**src/rtl/ga_pkg.sv**
```systemverilog
// Shared definitions for the genome mutator: FSM state encoding, default
// sizing and the gene-position width helper.
package ga_pkg;

  localparam int GENOME_BITS_DEF = 32;
  localparam int ATTEMPTS_DEF    = 4;
  localparam int COUNT_W         = 4;  // holds attempt counts up to 15

  typedef enum logic [2:0] {
    S_IDLE      = 3'd0,
    S_REQ_RATE  = 3'd1,
    S_WAIT_RATE = 3'd2,
    S_REQ_POS   = 3'd3,
    S_WAIT_POS  = 3'd4,
    S_FINISH    = 3'd5
  } state_t;

  // Number of low byte bits that address one gene of the genome.
  function automatic int pos_width(input int genome_bits);
    return (genome_bits <= 2) ? 1 : $clog2(genome_bits);
  endfunction

endpackage

```
**src/rtl/genome_mutator.sv**
```systemverilog
// Mutates one genome per request. Each of ATTEMPTS trials draws a rate byte
// from the external generator; when that byte is below the requested rate a
// position byte is drawn and the addressed gene is flipped (XOR).
module genome_mutator
  import ga_pkg::*;
#(
  parameter int GENOME_BITS = GENOME_BITS_DEF,
  parameter int ATTEMPTS    = ATTEMPTS_DEF
) (
  input  logic                   clk,
  input  logic                   rst_n,
  input  logic                   in_start,
  input  logic [GENOME_BITS-1:0] in_genome,
  input  logic [7:0]             in_rate,
  output logic                   prng_start,
  input  logic [7:0]             prng_value,
  input  logic                   prng_done,
  output logic [GENOME_BITS-1:0] out_genome,
  output logic                   out_valid,
  output logic                   busy
);

  localparam int POS_W = pos_width(GENOME_BITS);
  localparam logic [COUNT_W-1:0] LAST_COUNT = COUNT_W'(ATTEMPTS);

  state_t                 r_state;
  logic [COUNT_W-1:0]     r_count;
  logic [GENOME_BITS-1:0] r_work;
  logic [GENOME_BITS-1:0] r_out_genome;
  logic [7:0]             r_rate;
  logic                   r_prng_start;
  logic                   r_out_valid;
  logic                   r_busy;

  state_t                 w_next;
  logic [COUNT_W-1:0]     w_count_next;
  logic [GENOME_BITS-1:0] w_work_next;
  logic [GENOME_BITS-1:0] w_flip_mask;
  logic                   w_trial_end;
  logic                   w_accept;

  assign w_accept    = (r_state == S_IDLE) && in_start;
  // Only the low POS_W bits of the position byte select a gene.
  assign w_flip_mask = GENOME_BITS'(1) << prng_value[POS_W-1:0];

  // Next-state, next-count and next-working-genome decode.
  always_comb begin
    // NOTE: every signal gets a default first so no path leaves it unassigned (no latch).
    w_next       = r_state;
    w_count_next = r_count;
    w_work_next  = r_work;
    w_trial_end  = 1'b0;
    case (r_state)
      S_IDLE: begin
        if (in_start) begin
          w_next       = S_REQ_RATE;
          w_work_next  = in_genome;
          w_count_next = '0;
        end
      end
      S_REQ_RATE: w_next = S_WAIT_RATE;
      S_WAIT_RATE: begin
        if (prng_done) begin
          if (prng_value < r_rate) w_next = S_REQ_POS;
          else                     w_trial_end = 1'b1;
        end
      end
      S_REQ_POS: w_next = S_WAIT_POS;
      S_WAIT_POS: begin
        if (prng_done) begin
          w_work_next = r_work ^ w_flip_mask;
          w_trial_end = 1'b1;
        end
      end
      S_FINISH: w_next = S_IDLE;
      default:  w_next = S_IDLE;
    endcase

    if (w_trial_end) begin
      w_count_next = r_count + 1'b1;
      w_next       = (w_count_next == LAST_COUNT) ? S_FINISH : S_REQ_RATE;
    end
  end

  // State, working registers and registered outputs derived from the next state.
  always_ff @(posedge clk or negedge rst_n) begin
    // NOTE: data registers are reset too, because out_genome must read 0 right after reset.
    if (!rst_n) begin
      r_state      <= S_IDLE;
      r_count      <= '0;
      r_work       <= '0;
      r_rate       <= '0;
      r_out_genome <= '0;
      r_prng_start <= 1'b0;
      r_out_valid  <= 1'b0;
      r_busy       <= 1'b0;
    end else begin
      // NOTE: non-blocking assignments so every register updates from pre-edge values.
      r_state      <= w_next;
      r_count      <= w_count_next;
      r_work       <= w_work_next;
      if (w_accept) r_rate <= in_rate;
      r_prng_start <= (w_next == S_REQ_RATE) || (w_next == S_REQ_POS);
      r_out_valid  <= (w_next == S_FINISH);
      r_busy       <= (w_next != S_IDLE);
      // The final flip lands on the same edge that enters FINISH.
      if (w_next == S_FINISH) r_out_genome <= w_work_next;
    end
  end

  assign prng_start = r_prng_start;
  assign out_genome = r_out_genome;
  assign out_valid  = r_out_valid;
  assign busy       = r_busy;

endmodule

```
**config.mk**
```make
export PLATFORM = sky130hd
export DESIGN_NAME = genome_mutator
export DESIGN_NICKNAME = d
export VERILOG_FILES = /design/src/rtl/ga_pkg.sv /design/src/rtl/genome_mutator.sv
export SDC_FILE = /design/constraint.sdc
export NUM_CORES = 1
export LEC_CHECK = 0
export ABC_AREA = 1
export BUFFER_PORTS_ARGS = -buffer_cell sky130_fd_sc_hd__buf_2
export CAP_MARGIN = 20
export CORE_UTILIZATION = 50
export CTS_CLUSTER_DIAMETER = 80
export DETAILED_ROUTE_END_ITERATION = 7
export GPL_TIMING_DRIVEN = 0
export PLACE_DENSITY = 0.76
export SETUP_SLACK_MARGIN = 0.1
export SLEW_MARGIN = 20
export SYNTH_ARGS = -nofsm -noshare
export SYNTH_HDL_FRONTEND = slang
export SYNTH_SLANG_ARGS = --single-unit
```
**constraint.sdc**
```tcl
create_clock -name clk -period 1.7 [get_ports clk]
set_input_delay 0.17 -clock clk [delete_from_list [all_inputs] [get_ports clk]]
set_output_delay 0.17 -clock clk [all_outputs]
set_load 0.05 [all_outputs]
```
## Word level (Yosys, flattened, before mapping)

Cells that the tools add are included.

| storage, ports and cells | value |
|---|---|
| register bits | 82 |
| input bits | 52 |
| output and inout bits | 35 |
| word-level logic and storage cells | 43 |

| operators by class | value |
|---|---|
| add/subtract/negate cells | 1 |
| order comparisons | 1 |
| equal/unequal tests | 8 |
| shift operators | 1 |
| multiplexer cells | 16 |
| bitwise gates (word level) | 1 |
| reduce and logical (&&, ||, !) cells | 7 |

Operator list:

| kind | count |
|---|---|
| 2-to-1 mux 32 bit | 2 |
| case mux 32 bit (2 select lines) | 1 |
| << shifter 1 x 5 -> 32 bit, first input constant | 1 |
| XOR 32 bit | 1 |
| 2-to-1 mux 3 bit | 5 |
| case mux 3 bit (5 select lines) | 1 |
| 2-to-1 mux 4 bit | 3 |
| == test 3 x 2 -> 1 bit, second input constant | 3 |
| < comparator 8 bit | 1 |
| == test 3 x 1 -> 1 bit, second input constant | 2 |
| == test 3 bit, second input constant | 2 |
| adder 4 x 1 -> 4 bit, second input constant | 1 |
| == test 4 x 3 -> 1 bit, second input constant | 1 |
| nonzero test 2 bit | 2 |
| logical NOT 3 bit | 1 |
| 2-to-1 mux 1 bit | 3 |
| nonzero test 3 bit | 1 |
| case mux 1 bit (2 select lines) | 1 |
| AND reduction 2 bit | 1 |
| logical AND 1 bit | 1 |
| logical OR 1 bit | 1 |

## Longest topological paths before layout

Gate-level depths: netlist (run 1).

| depth | value |
|---|---|
| word-level depth | 7 |
| mapped depth | 15 |
| depth with buffers taken out | 14 |

## Worst setup path after synthesis (run 1)

Ideal clock, no wire load.

| timing | value |
|---|---|
| path type | register to register |
| start | register r_rate[7] |
| end | register r_out_genome[10], in the netlist out_genome[10] |
| library setup time | 0.118 ns |
| arrival | 1.494 ns |
| required time | 1.582 ns |
| setup slack | 0.088 ns |
| stages on the path, launching flop included | 13 |
| path buffers | 1 |
| clock period less this slack | 1.612 ns |
| cell sequence | dfrtp_1 inv_1 ha_1 a21oi_1 o21a_1 nand2_1 nand2_2 nand2_4 nand2_4 clkinv_4 buf_6 nand2_1 nand2_1 |

| between the ends | value |
|---|---|
| longest elaborated chain between the ends | 6 |
| elaborated cells between the ends (all ways) | 9 |
| classes of those cells | order compare (1); eq/ne (1); mux (7) |

Ends and longest elaborated chain:

| element | line | source |
|---|---|---|
| start, declared | genome_mutator.sv:30 | `logic [7:0] r_rate;` |
| start signal, assigned | genome_mutator.sv:102 | `if (w_accept) r_rate <= in_rate;` |
| < comparator 8 bit * | genome_mutator.sv:64 | `if (prng_value < r_rate) w_next = S_REQ_POS;` |
| 2-to-1 mux 3 bit / 2-to-1 mux 1 bit (equally long branches) | genome_mutator.sv:64 |  |
| 2-to-1 mux 3 bit / 2-to-1 mux 1 bit (equally long branches) | genome_mutator.sv:63 | `if (prng_done) begin` |
| case mux 3 bit (5 select lines) / case mux 1 bit (2 select lines) (equally long branches) | genome_mutator.sv:53 | `case (r_state)` |
| 2-to-1 mux 3 bit * | genome_mutator.sv:79 | `if (w_trial_end) begin` |
| == test 3 bit * | genome_mutator.sv:107 | `if (w_next == S_FINISH) r_out_genome <= w_work_next;` |
| end signal, assigned | genome_mutator.sv:107 |  |
| end, declared | genome_mutator.sv:29 | `logic [GENOME_BITS-1:0] r_out_genome;` |

Every way passes the cells marked *; elsewhere a longest branch is shown, timed or not.
A chain may end at the register's enable or synchronous reset.

## Worst setup path after layout (run 1)

| timing | value |
|---|---|
| start | register r_rate[7] |
| end | register r_out_valid, in the netlist out_valid |

| between the ends | value |
|---|---|
| longest elaborated chain between the ends | 6 |
| elaborated cells between the ends (all ways) | 9 |
| classes of those cells | order compare (1); eq/ne (1); mux (7) |

Ends and longest elaborated chain:

| element | line | source |
|---|---|---|
| < comparator 8 bit * | genome_mutator.sv:64 |  |
| 2-to-1 mux 3 bit / 2-to-1 mux 1 bit (equally long branches) | genome_mutator.sv:64 |  |
| 2-to-1 mux 3 bit / 2-to-1 mux 1 bit (equally long branches) | genome_mutator.sv:63 |  |
| case mux 3 bit (5 select lines) / case mux 1 bit (2 select lines) (equally long branches) | genome_mutator.sv:53 |  |
| 2-to-1 mux 3 bit * | genome_mutator.sv:79 |  |
| == test 3 bit * | genome_mutator.sv:104 | `r_out_valid <= (w_next == S_FINISH);` |
| end signal, assigned | genome_mutator.sv:104 |  |
| end, declared | genome_mutator.sv:32 | `logic r_out_valid;` |

Marks and branches as above.

==> impl_results.md, run 1 <==
- CTS tree: yes
- Status: finished, violations left
- Yosys reg bits: 82
- Worst min path class: input pin to flop
- Crit path largest cell delay: 380 ps
- Leakage: 0.00298 uW
- Crit end category: flop
- # Max-Cap Violations: 0
- Max Fclk: 572 MHz
- Switching share of power: 41.8%
- Post-synth EDFFs: 0
- RSZ-0062 raised after global routing: yes
- Finished Core Util: 64.4%
- Pint: 4560 uW
- Antenna diodes: 0
- Critical hold path startpoint: in_rate[5]
- Yosys cell types: 28
- Worst Skew: 15.1 ps
- Post-synthesis sequential area ratio: 45.8%
- Combinational cell fraction of total power: 43.0%
- Most frequent cell after synthesis: nand2_1
- Critical path class: flop to flop
- Drt drc: 0
- Cell count after synthesis: 611
- Fin. Hold Viols: 0
- Min Clock Period, post-route: 1750 ps
- Failing checks: setup timing
- Fin nets: 785
- Initial antenna violation count: 0
- First-pass GRT wire length: 20,400 um
- Synth Warn #: 0
- Crit path cell chain: inv_2, ha_4, a21oi_2, o21a_1, nand2_1, nand2_2, nand2_4, nand2_8, inv_8, buf_8, buf_4
- Power density cells: 1400 nW/um^2
- Post-synth ARST share: 100%
- Vias: 4,609
- Worst-Margin Slew: 569 ps
- Crit path launch: r_rate[7]
- Routed wire length: 12,800 um
- Worst r2r src: r_rate[7]
- Share of post-route cells with drive strength above 1: 24.1%
- Critical path peak fanout: 10
- # H-tree levels: 3
- NetSw: 3280 uW
- Number of DRC markers in iteration 0: 442
- FF+latch area: 2050 um^2
- Syn_nets: 672
- First-pass iteration count of the detailed router: 5
- Dpl ws: -251 ps
- Rel. slew slack: 62.1%
- Tot GR Track Use: 27.1%
- Die Wd: 96.7 um
- CTS clk-pin slew, worst paths: 90 ps
- Drt wl/cell: 15.2 um
- Tot Pwr: 7840 uW
- Slew Viols, Final: 0
- Total congestion overflow: 0
- Die ar.: 9350 um^2
- Max VDD drop: 677 uV
- RD Place Congestion: 0.933
- Worst hold slack: 22.6 ps
- Worst setup margin: -49.2 ps
- Final setup violating endpoints: 31
- Fin crit share: 103%
- Top-area cell type share of the netlist area: 45.8%
- CTS Buf Count: 9
- Clock sink total: 82
- Clk root buf: clkbuf_8
- I/O Buffers: 85
- Clk network pwr share: 20.8%
- Fillers: 749
- Die Ht: 96.7 um
- Rows: 34
- Core area: 8720 um^2
- WP data required: 1960 ps
- Post-DP HPWL: 8680 um
- Crit start category: flop
- Critical Path AT: 2010 ps
- Top cell type by total area after synthesis: dfrtp_1
- Largest net degree at the start of global routing: 44
- Max Buffers Root-to-Sink: 2
- Multi-input logic area: 2240 um^2
- Mapped Area: 4480 um^2
- Slowest cell on crit path: dfrtp_1
- Register share of total power: 36.2%
- Syn Area/Cell: 7.34 um^2
- Vias in the first global route: 4,278
- Initial core utilization: 51.4%
- Io pins: 87
- Clock latency on the worst-skew pair: 370 ps
- Area contributors post-synth: dfrtp_1, nand2_1, nand3_1
- Ys flop type: dfrtp_1
- Area delta synth->final: 25.3%
- DR vias/cell: 5.51
- Commonest cells post-synth: nand2_1, dfrtp_1, inv_1
- Detail Route Antenna Nets: 0
cell usage in the layout (no fill, tap or decap), types with 12 or more instances in the layout:
cell type / Yosys / layout
a21oi_1: 37 / 32
buf_2: 15 / 93
buf_4: 0 / 16
dfrtp_1: 82 / 82
inv_1: 46 / 39
nand2_1: 250 / 240
nand3_1: 44 / 44
nor2_1: 26 / 23
o211ai_1: 12 / 12
o21ai_0: 43 / 35
state kept, by name, indices dropped and copies added (netlist names):
register / count
busy: 1
out_genome: 32
out_valid: 1
prng_start: 1
r_count: 4
r_rate: 8
r_state: 3
r_work: 32
power groups by stage:
stage / combinational [uW] / clock [uW] / sequential (uW)
finish: 3370 / 1630 / 2840
global placement: 2640 / 0 / 2810
floorplan: 1900 / 0 / 2890
detailed placement: 2760 / 0 / 2840
CTS: 2920 / 1650 / 2810
global route: 3720 / 1710 / 2900
stage by stage:
step	cell area (um^2)	setup TNS (ps)	instances
CTS	5400	-409	827
floorplan	4480	0	611
global placement	5040	-20280	804
finish	5620	-735	837
global route	5620	-3740	837
detailed placement	5070	-5440	805
critical path: cells and delay by family, from the launching register on:
family,cells,cell delay [ps]
adder cells (fa/ha/maj),1,200
AND/OR/NAND/NOR,4,380
buffers and inverters,4,390
AO/OA/AOI/OAI,2,310
flip-flops,1,380
cell families (layout without fill, tap and decap cells):
logic type | after synthesis | after routing | synth area share (%)
flops | 82 | 82 | 45.8
xor+xnor | 11 | 11 | 2.15
fa+ha+maj | 9 | 9 | 2.51
compound gates | 94 | 94 | 11.3
simple gates | 338 | 338 | 30.8
buf+inv | 77 | 195 | 7.48
per-layer routing:
metal  share of wire [%]  track usage [%]  vias to the layer above
li1                    -                -                     2176
met1                  43             37.1                     2177
met2                  47             42.9                      223
met3                 7.6             4.41                       33
met4                 2.9             11.1                        0
met5                   0                0                        -
area by class of cell:
class                      count  area share [%]
inverter                      51            3.61
sequential                    82            36.5
multi-input combinational    452            39.8
clock buffer                  11            2.52
tap                          108            2.41
timing repair buffer         102            10.5
buffer                        26            3.07
clock inverter                 5            1.54
path summary, 6_finish.rpt:
| path | to | slack [ps] | cells after the start |
|---|---|---|---|
| worst max-delay path | out_valid | -50 | 11 |
| worst min-delay path | r_rate[5] | 20 | 3 |
| worst max register to register | out_valid | -50 | 11 |
| worst min register to register | out_genome[9] | 480 | 2 |
| max in group asynchronous | r_work[15] | 750 | 3 |
| min in group asynchronous | out_genome[4] | 310 | 2 |
repair_timing:
action                     CTS  global route
pin swaps                    5             8
setup buffers                5            11
gates resized for setup     14            49
hold buffers                 1             0
setup endpoints to repair   64            66
hold endpoints to repair    39             0
Power figures use the tool's default switching activity.
==> inputs of run 2 (changes only) <==
--- a/config.mk
+++ b/config.mk
@@ -10,2 +10,3 @@
 export CAP_MARGIN = 20
+export CORE_MARGIN = 2
 export CORE_UTILIZATION = 50
==> constraint.sdc (replaced) <==
create_clock -name clk -period 1.7 [get_ports clk]
set_input_delay 0.255 -clock clk [delete_from_list [all_inputs] [get_ports clk]]
set_output_delay 0.255 -clock clk [all_outputs]
set_load 0.05 [all_outputs]
==> run 2 against run 1 <==
Net effect: the run still ends with setup timing left; sequential cell count unchanged; count of clock-buffer cells in the layout down 1; via count up 1.9%; critical path type unchanged; largest cell class unchanged.
==> impl_results.md, run 2 (same netlist as run 1, synthesis figures left out) <==
- Status: finished, violations left (unchanged)
- Failing checks: setup timing (unchanged)
- Critical Path AT: 2030 ps (was 2010 ps)
- # H-tree levels: 3 (unchanged)
- Power density cells: 1390 nW/um^2 (was 1400 nW/um^2)
- Drt wl/cell: 16.1 um (was 15.2 um)
- Largest net degree at the start of global routing: 48 (was 44)
- Area delta synth->final: 26.2% (was 25.3%)
- Detail Route Antenna Nets: 0 (unchanged)
- Fin cells: 839 (was 837)
- First-pass GRT wire length: 21,300 um (was 20,400 um)
- Multi-input logic area: 2240 um^2 (about the same)
- Clock latency on the worst-skew pair: 360 ps (was 370 ps)
- Antenna diodes: 0 (unchanged)
- Number of DRC markers in iteration 0: 500 (was 442)
- Initial antenna violation count: 0 (unchanged)
- Total congestion overflow: 0 (unchanged)
- Worst Skew: 10.4 ps (was 15.1 ps)
- Min Clock Period, post-route: 1790 ps (was 1750 ps)
- Max VDD drop: 707 uV (was 677 uV)
- Slowest cell on crit path: dfrtp_1 (unchanged)
- Worst-Margin Slew: 579 ps (was 569 ps)
- RD Place Congestion: 0.919 (was 0.933)
- Vias: 4,696 (was 4,609)
- WP data required: 1940 ps (was 1960 ps)
- Crit path largest cell delay: 370 ps (was 380 ps)
- Die Wd: 98.7 um (was 96.7 um)
- Core area: 8720 um^2 (unchanged)
- Max Fclk: 558 MHz (was 572 MHz)
- Commonest non-fill, non-tap cell in the layout: nand2_1 (unchanged)
- CTS tree: yes (unchanged)
- Max Buffers Root-to-Sink: 2 (unchanged)
- Crit end category: flop (unchanged)
- Buf/Inv on CP: 3 (was 4)
- Critical path class: flop to flop (unchanged)
- Fin nets: 788 (was 785)
- Fin. Hold Viols: 0 (unchanged)
- Share of post-route cells with drive strength above 1: 23.8% (was 24.1%)
- Initial core utilization: 51.4% (unchanged)
- Critical path peak fanout: 10 (unchanged)
- Tot Pwr: 7880 uW (was 7840 uW)
- Rows: 34 (unchanged)
- Most frequent cells in the layout: nand2_1, buf_2, dfrtp_1 (unchanged)
- Vias in the first global route: 4,491 (was 4,278)
- Clk root buf: clkbuf_8 (unchanged)
- Tot GR Track Use: 27.4% (was 27.1%)
- Leakage: 0.00299 uW (was 0.00298 uW)
- Fin crit share: 105% (was 103%)
- Rel. slew slack: 61.4% (was 62.1%)
- Clock sink total: 82 (unchanged)
- Io pins: 87 (unchanged)
- Worst min path class: input pin to flop (unchanged)
- Final setup violating endpoints: 37 (was 31)
- Fillers: 728 (was 749)
- Die ar.: 9740 um^2 (was 9350 um^2)
- Routed wire length: 13,500 um (was 12,800 um)
- Drt drc: 0 (unchanged)
- DR vias/cell: 5.60 (was 5.51)
- Crit path max-delay family: simple AND/OR/NAND/NOR gates (was buffers and inverters)
- Die Ht: 98.7 um (was 96.7 um)
- First-pass iteration count of the detailed router: 7 (was 5)
- # Max-Cap Violations: 0 (unchanged)
- CTS clk-pin slew, worst paths: 80 ps (was 90 ps)
- I/O Buffers: 85 (unchanged)
- Placed insts: 805 (unchanged)
- Crit path cell chain: inv_1, ha_4, a21oi_2, o21a_1, nand2_2, nand2_2, nand2_4, nand2_8, clkinv_8, buf_8, nand2_1, nand2_1 (was inv_2, ha_4, a21oi_2, o21a_1, nand2_1, nand2_2, nand2_4, nand2_8, inv_8, buf_8, buf_4)
- Post-DP HPWL: 9070 um (was 8680 um)
- CTS Buf Count: 9 (unchanged)
- Slew Viols, Final: 0 (unchanged)
- RSZ-0062 raised after global routing: yes (unchanged)
- Crit start category: flop (unchanged)
- Worst setup margin: -90.6 ps (was -49.2 ps)
- FF+latch area: 2050 um^2 (unchanged)
- Worst hold slack: 111 ps (was 22.6 ps)
run 2: layout make-up:
type,instances,share of cell area (%)
clock inverter,5,1.42
inverter,51,3.67
clock buffer,10,2.26
timing repair buffer,105,11.3
buffer,26,3.21
sequential,82,36.3
tap,108,2.39
multi-input combinational,452,39.5
run 2: layer usage:
metal / vias to the layer above / part of all wire, % / global-route usage [%]
li1: 2180 / - / -
met1: 2194 / 42 / 37.0
met2: 265 / 46 / 44.0
met3: 57 / 7.6 / 3.97
met4: 0 / 3.8 / 12.8
met5: - / 0 / 0
run 2: what timing repair did:
| action | CTS | global route |
|---|---|---|
| cloned | 0 | 1 |
| setup endpoints to repair | 70 | 62 |
| buffers inserted | 7 | 10 |
| endpoints found under the hold margin | 35 | 0 |
| resized for setup | 15 | 37 |
| pin swaps | 5 | 8 |
| hold buffers | 1 | 0 |
run 2: final timing paths:
| path | startpoint | endpoint | slack, ps | depth (start not counted) |
|---|---|---|---|---|
| worst min register to register | out_genome[11] | out_genome[11] | 480 | 2 |
| worst max-delay path | r_rate[5] | out_genome[7] | -90 | 12 |
| min in group asynchronous | rst_n | r_count[2] | 400 | 2 |
| max in group asynchronous | rst_n | out_genome[14] | 700 | 3 |
| worst min-delay path | in_rate[0] | r_rate[0] | 110 | 3 |
| worst max register to register | r_rate[5] | out_genome[7] | -90 | 12 |
run 2: metrics by stage:
step	setup slack (ps)	area, um^2	TNS [ps]	util [%]
floorplan	87.9	4480	0	-
global placement	-298	5040	-28750	57.8
detailed placement	-264	5070	-6360	58.2
CTS	-43.6	5410	-797	62.1
global route	-167	5660	-5510	64.9
finish	-90.6	5660	-2280	64.9
run 2: where the power goes:
part | total (uW) | internal, uW | switching [uW]
clock network | 1550 | 818 | 727
registers | 2840 | 2470 | 366
logic | 3500 | 1280 | 2220
total | 7880 | 4570 | 3310
run 2: tightest hold or removal path, cell delays in order:
cell and delay, ps:
buf_2 80, nand2_1 50, nand2_1 50
==> inputs of run 3 (changes only) <==
Settings changed: ABC_AREA 1 to unset.
Clock period 1.7 ns to 1.55 ns, I/O delays scaled along.
==> run 3 against run 2 <==
Net effect: the run still ends with setup timing left; design area up 25%; first-iteration DRC count up 0.60%; non-clock buffer count up 33; register-to-register slack worse by 620 ps; sequential share of layout area down 7.2 points; power up 76%; core utilization up 13 points; critical path depth down 3; die area up 2.6%; critical path type unchanged; count of clock-buffer cells in the layout up 3.
==> impl_results.md, run 3 <==
- Status: finished, violations left (unchanged)
- Failing checks: setup timing (unchanged)
- CTS clk-pin slew, worst paths: 90 ps (was 80 ps)
- Yosys cell types: 41 (was 28)
- Syn Area/Cell: 9.58 um^2 (was 7.34 um^2)
- CTS Buf Count: 9 (unchanged)
- Worst r2r src: r_rate[5] (unchanged)
- Top-area cell type share of the netlist area: 44.5% (was 45.8%)
- Largest net degree at the start of global routing: 51 (was 48)
- Io pins: 87 (unchanged)
- Drt wl/cell: 23.8 um (was 16.1 um)
- Hold worst-path end: r_rate[7] (was r_rate[0])
- Clock latency on the worst-skew pair: 370 ps (was 360 ps)
- Fin nets: 671 (was 788)
- Tot GR Track Use: 28.7% (was 27.4%)
- Most frequent cells in the layout: buf_2, dfrtp_1, a21oi_1 (was nand2_1, buf_2, dfrtp_1)
- Initial core utilization: 50.6% (was 51.4%)
- Most frequent cell after synthesis: a21oi_1 (was nand2_1)
- WP data required: 1810 ps (was 1940 ps)
- Total congestion overflow: 0 (unchanged)
- Number of DRC markers in iteration 0: 503 (was 500)
- DR vias/cell: 6.72 (was 5.60)
- Post-synthesis sequential area ratio: 44.5% (was 45.8%)
- Commonest non-fill, non-tap cell in the layout: buf_2 (was nand2_1)
- Max Fclk: 443 MHz (was 558 MHz)
- Crit path max-delay family: simple AND/OR/NAND/NOR gates (unchanged)
- Reg-to-reg endpoint: out_genome[3] (was out_genome[7])
- Crit path cell chain: inv_2, ha_4, and4_1, o21ai_2, o221a_4, nor4b_4, buf_12, buf_12, mux2_4 (was inv_1, ha_4, a21oi_2, o21a_1, nand2_2, nand2_2, nand2_4, nand2_8, clkinv_8, buf_8, nand2_1, nand2_1)
- R2R setup slack: -710 ps (was -90 ps)
- Worst hold slack: 62.8 ps (was 111 ps)
- Rel. slew slack: 54.4% (was 61.4%)
- Crit start category: flop (unchanged)
- Area contributors post-synth: dfrtp_1, a21oi_1, mux2_4 (was dfrtp_1, nand2_1, nand3_1)
- # Max-Cap Violations: 0 (unchanged)
- Fin crit share: 146% (was 105%)
- Clk root buf: clkbuf_8 (unchanged)
- Slew Viols, Final: 0 (unchanged)
- Critical hold path startpoint: in_rate[7] (was in_rate[0])
- Vias: 4,880 (was 4,696)
- Post-synth EDFFs: 0 (unchanged)
- Die Ht: 100 um (was 98.7 um)
- Fillers: 526 (was 728)
- Critical path peak fanout: 10 (unchanged)
- Power density cells: 1960 nW/um^2 (was 1390 nW/um^2)
- Max VDD drop: 870 uV (was 707 uV)
- Design area: 7070 um^2 (was 5660 um^2)
- Critical Path AT: 2520 ps (was 2030 ps)
- Rows: 35 (was 34)
- Cell count after synthesis: 481 (was 611)
- Max Buffers Root-to-Sink: 2 (unchanged)
- Min Clock Period, post-route: 2260 ps (was 1790 ps)
- Core area: 9110 um^2 (was 8720 um^2)
- Drt drc: 0 (unchanged)
- Post-synth ARST share: 100% (unchanged)
- Mapped Area: 4610 um^2 (was 4480 um^2)
- Leakage: 0.00315 uW (was 0.00299 uW)
- First-pass iteration count of the detailed router: 5 (was 7)
- Routed wire length: 17,300 um (was 13,500 um)
- RSZ-0062 raised after global routing: yes (unchanged)
- Area delta synth->final: 53.4% (was 26.2%)
- Top cell type by total area after synthesis: dfrtp_1 (unchanged)
- Vias in the first global route: 4,455 (was 4,491)
- Detail Route Antenna Nets: 0 (unchanged)
- Ys flop type: dfrtp_1 (unchanged)
- Initial antenna violation count: 0 (unchanged)
- Fin. Hold Viols: 0 (unchanged)
- Die ar.: 10000 um^2 (was 9740 um^2)
- Commonest cells post-synth: a21oi_1, dfrtp_1, nor2_1 (was nand2_1, dfrtp_1, inv_1)
- # H-tree levels: 3 (unchanged)
- Worst min path class: input pin to flop (unchanged)
- I/O Buffers: 84 (was 85)
- Crit end category: flop (unchanged)
- Antenna diodes: 0 (unchanged)
- Syn_nets: 542 (was 672)
- Yosys reg bits: 82 (unchanged)
- CTS tree: yes (unchanged)
- Buf/Inv on CP: 3 (unchanged)
- Worst Skew: 11.5 ps (was 10.4 ps)
- Crit path largest cell delay: 350 ps (was 370 ps)
- Die Wd: 100 um (was 98.7 um)
- Worst setup margin: -706 ps (was -90.6 ps)
- Worst-Margin Slew: 682 ps (was 579 ps)
- Final setup violating endpoints: 69 (was 37)
- WHS Path Cells: 3 (unchanged)
- CP dominant cell by count: buf_12
- Post-DP HPWL: 8970 um (was 9070 um)
- Worst R2R Path Depth: 9 (was 12)
- RD Place Congestion: 0.914 (was 0.919)
- First-pass GRT wire length: 22,500 um (was 21,300 um)
- Synth Warn #: 0 (unchanged)
- Clock sink total: 82 (unchanged)
- Critical path class: flop to flop (unchanged)
- Slowest cell on crit path: dfrtp_1 (unchanged)
- Share of post-route cells with drive strength above 1: 58.4% (was 23.8%)
- Placed Area: 5270 um^2 (was 5070 um^2)
run 3: worst max path at each step:
stage / start / to / slack [ps] / cells after the start
5_1_grt: r_rate[5] / out_genome[3] / -810 / 9
2_1_floorplan: r_rate[5] / out_genome[0] / -740 / 8
4_1_cts: r_rate[6] / out_genome[3] / -670 / 9
6_report: r_rate[5] / out_genome[3] / -710 / 9
3_5_place_dp: prng_value[4] / out_genome[3] / -1060 / 8
3_3_place_gp: prng_value[4] / out_genome[5] / -1040 / 8
run 3: what timing repair did:
action	4_1_cts	5_1_grt
pin swaps	22	61
hold buffers	1	0
gates cloned	0	5
setup endpoints to repair	82	82
buffers inserted	16	12
resized for setup	122	170
endpoints found under the hold margin	32	0
run 3: metrics by stage:
step / instances / total power, uW / utilization (%) / setup TNS (ps) / setup slack (ps)
floorplan: 481 / 6600 / - / -25140 / -740
global placement: 676 / 7520 / 57.5 / -81460 / -1040
detailed placement: 677 / 7740 / 57.9 / -49190 / -1060
CTS: 709 / 10600 / 66.9 / -23780 / -672
global route: 726 / 14400 / 77.6 / -32670 / -806
finish: 726 / 13900 / 77.6 / -27970 / -706
run 3: logic make-up after synthesis:
family	Yosys count	share of synthesized area, %
AO/OA/AOI/OAI	185	24.6
XOR/XNOR	2	0.380
adder cells (fa/ha/maj)	9	2.44
buffers and inverters	54	5.05
flip-flops	82	44.5
multiplexers	36	10.4
AND/OR/NAND/NOR	113	12.6
run 3: routing by layer:
| layer | vias up | track usage [%] | wire, um |
|---|---|---|---|
| met3 | 111 | 4.18 | 1340 |
| met2 | 333 | 47.5 | 8370 |
| li1 | 2048 | - | - |
| met1 | 2388 | 36.9 | 6600 |
| met4 | 0 | 14.6 | 985 |
| met5 | - | 0 | 0 |
run 3: cell type report:
| type | instances | area, um^2 | share of cell area (%) |
|---|---|---|---|
| Buffer | 46 | 463 | 6.55 |
| Clock buffer | 13 | 159 | 2.25 |
| Clock inverter | 3 | 46.3 | 0.655 |
| Inverter | 8 | 30.0 | 0.425 |
| Multi-Input combinational cell | 345 | 3320 | 47.0 |
| Sequential cell | 82 | 2050 | 29.0 |
| Tap cell | 111 | 139 | 1.96 |
| Timing Repair Buffer | 118 | 860 | 12.2 |
run 3: report_power, final:
part,internal (uW),switching [uW]
clock,841,829
sequential,2790,804
combinational,3980,4620
total,7620,6260
run 3: worst register-to-register path: stages, from the launching register on:
cell	delay, ps
dfrtp_1	350
inv_2	60
ha_4	260
and4_1	200
o21ai_2	70
o221a_4	280
nor4b_4	270
buf_12	180
buf_12	170
mux2_4	320
